===== src/rtl/contador_updown_param.sv =====
// -----------------------------------------------------------------------------
// contador_updown_param
//   Parametrised up/down binary counter with a modulo range of 0..MAX_VAL,
//   count enable, direction select, parallel load, and a wrap or saturate mode.
//   The terminal-count output lets instances cascade through tc -> en.
//
// Parameters
//   WIDTH     counter width in bits (>= 1)
//   MAX_VAL   highest count value; the count range is 0..MAX_VAL
//   SATURATE  0 = wrap at the range ends, 1 = hold at the range ends
//   RST_VAL   value loaded into q on reset (must be <= MAX_VAL)
//
// Ports
//   clk   in   1      rising-edge clock
//   rst   in   1      synchronous active-low reset
//   en    in   1      count enable
//   up    in   1      direction: 1 = increment, 0 = decrement
//   load  in   1      parallel load strobe (ignores en and up)
//   din   in   WIDTH  parallel load value, clamped to MAX_VAL
//   q     out  WIDTH  current count (registered)
//   tc    out  1      terminal count (combinational): en & at range end
//   ovf   out  1      registered one-cycle pulse after a wrap/saturation hit
//
// Update priority at each rising edge: reset > load > count > hold.
// -----------------------------------------------------------------------------
module contador_updown_param #(
    parameter int unsigned WIDTH    = 4,
    parameter int unsigned MAX_VAL  = (1 << WIDTH) - 1,
    parameter int unsigned SATURATE = 0,
    parameter int unsigned RST_VAL  = 0
) (
    input  logic             clk,
    input  logic             rst,
    input  logic             en,
    input  logic             up,
    input  logic             load,
    input  logic [WIDTH-1:0] din,
    output logic [WIDTH-1:0] q,
    output logic             tc,
    output logic             ovf
);

    localparam logic [WIDTH-1:0] MAX_Q = WIDTH'(MAX_VAL);
    localparam logic [WIDTH-1:0] RST_Q = WIDTH'(RST_VAL);

    logic [WIDTH-1:0] q_q, q_d;
    logic             ovf_q, ovf_d;
    logic             end_hit;

    // end_hit: q sits at the end of the range in the current count direction.
    always_comb begin
        end_hit = up ? (q_q == MAX_Q) : (q_q == '0);
        tc      = en & end_hit;
    end

    always_comb begin
        q_d   = q_q;
        ovf_d = 1'b0;
        if (load) begin
            // Clamp so an out-of-range load can never reach q.
            q_d = (din > MAX_Q) ? MAX_Q : din;
        end else if (en) begin
            if (end_hit) begin
                // Wrap/saturation event; in saturate mode q stays pinned and
                // ovf keeps pulsing on every enabled edge.
                ovf_d = 1'b1;
                if (SATURATE == 0) begin
                    q_d = up ? '0 : MAX_Q;
                end
            end else begin
                q_d = up ? (q_q + 1'b1) : (q_q - 1'b1);
            end
        end
    end

    always_ff @(posedge clk) begin
        if (!rst) begin
            q_q   <= RST_Q;
            ovf_q <= 1'b0;
        end else begin
            q_q   <= q_d;
            ovf_q <= ovf_d;
        end
    end

    assign q   = q_q;
    assign ovf = ovf_q;

endmodule

===== config.mk =====
export PLATFORM = sky130hd
export DESIGN_NAME = contador_updown_param
export DESIGN_NICKNAME = d
export VERILOG_FILES = /design/src/rtl/contador_updown_param.sv
export SDC_FILE = /design/constraint.sdc
export NUM_CORES = 1
export LEC_CHECK = 0
export BUFFER_PORTS_ARGS = -buffer_cell sky130_fd_sc_hd__clkbuf_2
export CORE_AREA = 2 2 39 41
export DETAILED_ROUTE_END_ITERATION = 6
export DIE_AREA = 0 0 41 43
export GPL_TIMING_DRIVEN = 0
export PLACE_DENSITY = 0.46
export SLEW_MARGIN = 5
export SYNTH_ARGS = -nofsm -noshare
export SYNTH_HDL_FRONTEND = slang
export SYNTH_SLANG_ARGS = --single-unit
export TNS_END_PERCENT = 50

===== constraint.sdc =====
create_clock -name clk -period 1.4 [get_ports clk]
set_input_delay 0 -clock clk [delete_from_list [all_inputs] [get_ports clk]]
set_output_delay 0 -clock clk [all_outputs]
set_load 0.005 [all_outputs]

Word level (Yosys, flattened, before mapping)
Cells that the tools add are included.
{"block": "word_totals", "reg_bits": 5, "inputBits": 9, "elab_cells": 20}
{"block": "op_classes", "addsub": 2, "n_lt_le_gt_ge": 1, "eq_ne": 1, "muxes": 8, "bitwise_logic": 3, "n_reduce_logical": 3}
{"cell": "2-to-1 mux 4 bit", "n": 6}
{"cell": "adder 4 x 1 -> 4 bit (second input constant)", "n": 1}
{"cell": "== test 4 bit (second input constant)", "n": 1}
{"cell": "greater-than comparator 4 bit (second input constant)", "n": 1}
{"cell": "zero test 4 bit", "n": 1}
{"cell": "subtractor 4 x 1 -> 4 bit (second input constant)", "n": 1}
{"cell": "OR reduction 3 bit", "n": 1}
{"cell": "2-to-1 mux 1 bit", "n": 2}
{"cell": "inverter 1 bit", "n": 2}
{"cell": "nonzero test 2 bit", "n": 1}
{"cell": "AND 1 bit", "n": 1}

Longest topological paths before layout
{"block": "depth", "ltp_word": 5, "ltp_mapped": 6, "ltp_nobuf": 6}

Worst setup path after synthesis
OpenSTA, ideal clock, no wires.
{"block": "synth_timing", "path_kind": "register -> register", "startpoint": "reg q_q[0] (netlist: q[0])", "endpoint": "reg ovf_q (netlist: ovf)", "arrival_time_ns": 1.288, "required_ns": 1.340, "path_slack_ns": 0.052, "stages_incl_launch_ff": 5, "path_buffers": 0, "period_less_slack_ns": 1.348, "path_cell_list": "dfxtp_1 -> or4_1 -> nor2_2 -> o21a_2 -> and3b_1"}
{"block": "synth_via", "elab_chain_cells": 3}
{"element": "start: declaration", "line": "46", "text": "logic [WIDTH-1:0] q_q, q_d;"}
{"element": "start signal: assignment", "line": "81", "text": "q_q <= q_d;"}
{"element": "== test 4 bit or zero test 4 bit (tied branches)", "line": "52", "text": "end_hit = up ? (q_q == MAX_Q) : (q_q == '0);"}
{"element": "2-to-1 mux 1 bit (*)", "line": "52"}
{"element": "2-to-1 mux 1 bit (*)", "line": "63", "text": "if (end_hit) begin"}
{"element": "end signal: assignment", "line": "82", "text": "ovf_q <= ovf_d;"}
{"element": "end: declaration", "line": "47", "text": "logic ovf_q, ovf_d;"}
Mark *: on every way between the ends. The rest lies on a longest branch, timed or not.
A chain may end at the register's enable or synchronous reset.

Worst setup path after layout
{"block": "layout_timing", "startpoint": "reg q_q[1] (netlist: q[1])", "endpoint": "out tc"}
{"block": "layout_via", "elab_chain_cells": 3}
{"element": "== test 4 bit or zero test 4 bit (tied branches)", "line": "52"}
{"element": "2-to-1 mux 1 bit (*)", "line": "52"}
{"element": "AND 1 bit (*)", "line": "53", "text": "tc = en & end_hit;"}
{"element": "end: declaration", "line": "39", "text": "output logic tc,"}
Marks and branches as above.

==> summary.md <==
| Metric | Value |
|---|---|
| Crit path required time | `1.40 ns` |
| Largest net degree at the start of global routing | `11` |
| Synth-to-Final Area Change | `50.9%` |
| Outcome | `complete, but fails checks` |
| Starting Density | `25.0%` |
| Routability Congestion | `0.683` |
| Routed length per instance | `11.2 um` |
| DIE AREA | `1760 um^2` |
| Min-delay src | `rst` |
| I/O pins | `15` |
| Pwr Total | `499 uW` |
| Synthesized instance count | `39` |
| Commonest non-fill, non-tap cell in the layout | `clkbuf_2` |
| Worst r2r path cells | `6` |
| Initial antenna violation count | `0` |
| Cell variety after synth | `23` |
| Post-synth top area cell | `dfxtp_1` |
| Setup crit end kind | `output port` |
| Post-route DRC | `0` |
| Area after detailed placement | `432 um^2` |
| Maximum Capacitance Violations | `0` |
| Minimum clock period | `1.45 ns` |
| TritonCTS Sinks | `5` |
| Grt total ovfl | `0` |
| Worst min-delay path class | `in2reg` |
| Capturing point of the worst reg2reg path | `q[3]$_SDFFE_PN0P_` |
| Clock tree buffer depth | `2` |
| Top-area cell type share of the netlist area | `28.9%` |
| Layout cells sized above 1 | `47.5%` |
| Violated checks | `setup timing` |
| Critical Path AT | `1.45 ns` |
| Hold path depth | `2` |
| Sequential area share after synthesis | `28.9%` |
| Type of origin of the critical path | `flip-flop` |
| Nets@finish | `74` |
| Routed wire length | `859 um` |
| LEAKAGE | `0.257 nW` |
| Hold Fails Final Rpt | `0` |
| Vias in the first global route | `317` |
| Core Box Area | `1380 um^2` |
| Final Util | `37.8%` |
| TritonRoute pass-1 iters | `3` |
| Mapped cell area | `347 um^2` |
| Synth Area per Inst | `8.89 um^2` |
| Yosys warns | `0` |
| Max H-tree Level | `1` |
| Reg-to-reg slack, setup | `-0.02 ns` |
| Vias per std cell | `4.70` |
| Syn_nets | `51` |
| First-pass GRT wire length | `1350 um` |
| Hold-fix buffers, CTS | `0` |
| Max Freq | `690 MHz` |
| WHS Endpoint | `q[0]$_SDFFE_PN0P_` |
| CP Max Fanout | `2` |
| Pwr dens | `954 nW/um^2` |
| Period utilisation layout | `104%` |
| Ranking of synthesized cells by area | `dfxtp_1 29%, o311ai_0 7.6%, xnor2_1 7.6%` |
| Cts bufs inserted | `3` |
| Vias | `362` |
| VDD IR max | `0.297 mV` |
| Die height | `43 um` |
| Worst slew margin | `64.4%` |
| Antenna Violating Nets Remaining | `0` |
| IO Port Bufs | `13` |
| Post-synthesis register bit count | `5` |
| Most frequent cells in the layout | `13 x clkbuf_2, 5 x buf_4` |
| Final Instance Area | `523 um^2` |
| # diodes | `0` |
| Final-report max-slew violation count | `0` |
| Die Width | `41 um` |
| Skew final | `0.00249 ns` |
| HPWL Detailed | `625 um` |
| Overall Global Routing Usage | `12.1%` |
| Reg2reg start | `q[1]$_SDFFE_PN0P_` |
| Skew-Pair Late Insertion Delay | `0.24 ns` |
| Num rows | `14` |
| CTS tree | `yes` |
| Final Setup Violations | `4` |
| DR iter-0 viols | `2` |
| Final worst setup slack | `-0.0490 ns` |
| Reg clk slew, reported paths | `0.04 ns` |
| RSZ-0062 raised after global routing | `true` |
| Worst Setup Path Type | `reg2out` |
| CTS root buf | `clkbuf_4` |
| Slew @ Worst Pin | `0.527 ns` |
==> area by class of cell <==
class                           count  area (um^2)
Sequential cell                     5          108
Timing Repair Buffer               18          103
Buffer                              1         3.75
Clock buffer                        4         26.3
Tap cell                           16         20.0
Inverter                            1         3.75
Multi-Input combinational cell     32          259
Fill cell                         149          861
==> registers in the layout, summed over array words and instances (netlist names) <==
name / cells
ovf: 1
q: 4
==> through the flow <==
step                      setup WS, ns  std cells  hold WS, ns  TNS, ns
after global routing           -0.0909         77       0.0280   -0.282
after floorplan                 0.0521         39        0.102        0
after detailed placement       -0.0227         68        0.276  -0.0282
after global placement        -0.00923         68        0.273  -0.0140
after CTS                      -0.0834         77       0.0189   -0.233
final                          -0.0490         77       0.0278  -0.0857
==> Yosys cell counts (all sizes together) <==
library cell / n
xor2: 1
xnor2: 3
nand3: 1
nand2: 3
o21a: 1
inv: 1
nor2: 2
a21o: 1
fa: 1
a21oi: 3
o311ai: 3
and3: 2
and3b: 1
nand2b: 3
or4: 1
dfxtp: 5
clkbuf: 1
o2bb2ai: 1
o21ai: 1
ha: 2
and2: 1
nor3b: 1
==> routing by layer <==
metal | GRT usage, % | vias up | wire length [um] | part of all wire (%)
met5 | 0 | - | 0 | 0
li1 | - | 185 | - | -
met3 | 1.57 | 2 | 55 | 6.4
met1 | 17.4 | 162 | 437 | 51
met2 | 14.1 | 13 | 350 | 41
met4 | 12.0 | 0 | 14 | 1.6
==> how the worst max path moves through the flow <==
stage / start / to / slack [ns] / cells after the start
2_1_floorplan: q[0]$_SDFFE_PN0P_ / ovf$_SDFF_PP0_ / 0.05 / 4
5_1_grt: q[1]$_SDFFE_PN0P_ / tc / -0.09 / 4
3_3_place_gp: q[1]$_SDFFE_PN0P_ / q[3]$_SDFFE_PN0P_ / -0.009 / 5
3_5_place_dp: q[1]$_SDFFE_PN0P_ / q[3]$_SDFFE_PN0P_ / -0.02 / 5
4_1_cts: q[1]$_SDFFE_PN0P_ / tc / -0.08 / 4
6_report: q[1]$_SDFFE_PN0P_ / tc / -0.05 / 4
==> power by group <==
part	leakage (nW)	internal, mW	switching (mW)
sequential	0.0427	0.157	0.0156
clock	0.0150	0.108	0.0598
combinational	0.199	0.0874	0.0713
total	0.257	0.352	0.147
==> repair_timing <==
action / CTS / global route
pin swaps: 3 / 1
hold endpoints to repair: 0 / 0
cloned: 0 / 0
setup buffers: 5 / 0
setup endpoints to repair: 3 / 4
gates resized for setup: 7 / 2
==> critical path, stage by stage (launching register included) <==
cell and delay (ns):
dfxtp_4 0.34, or4_4 0.54, nor2_4 0.10, o21a_2 0.13, clkbuf_2 0.10
==> cells by family after synthesis <==
logic type,after synthesis,synth area share (%)
simple gates,15,25.3
compound gates,10,20.6
flops,5,28.9
xor+xnor,4,10.1
fa+ha+maj,3,13.0
buf+inv,2,2.16
(Power assumes the default switching activity.)
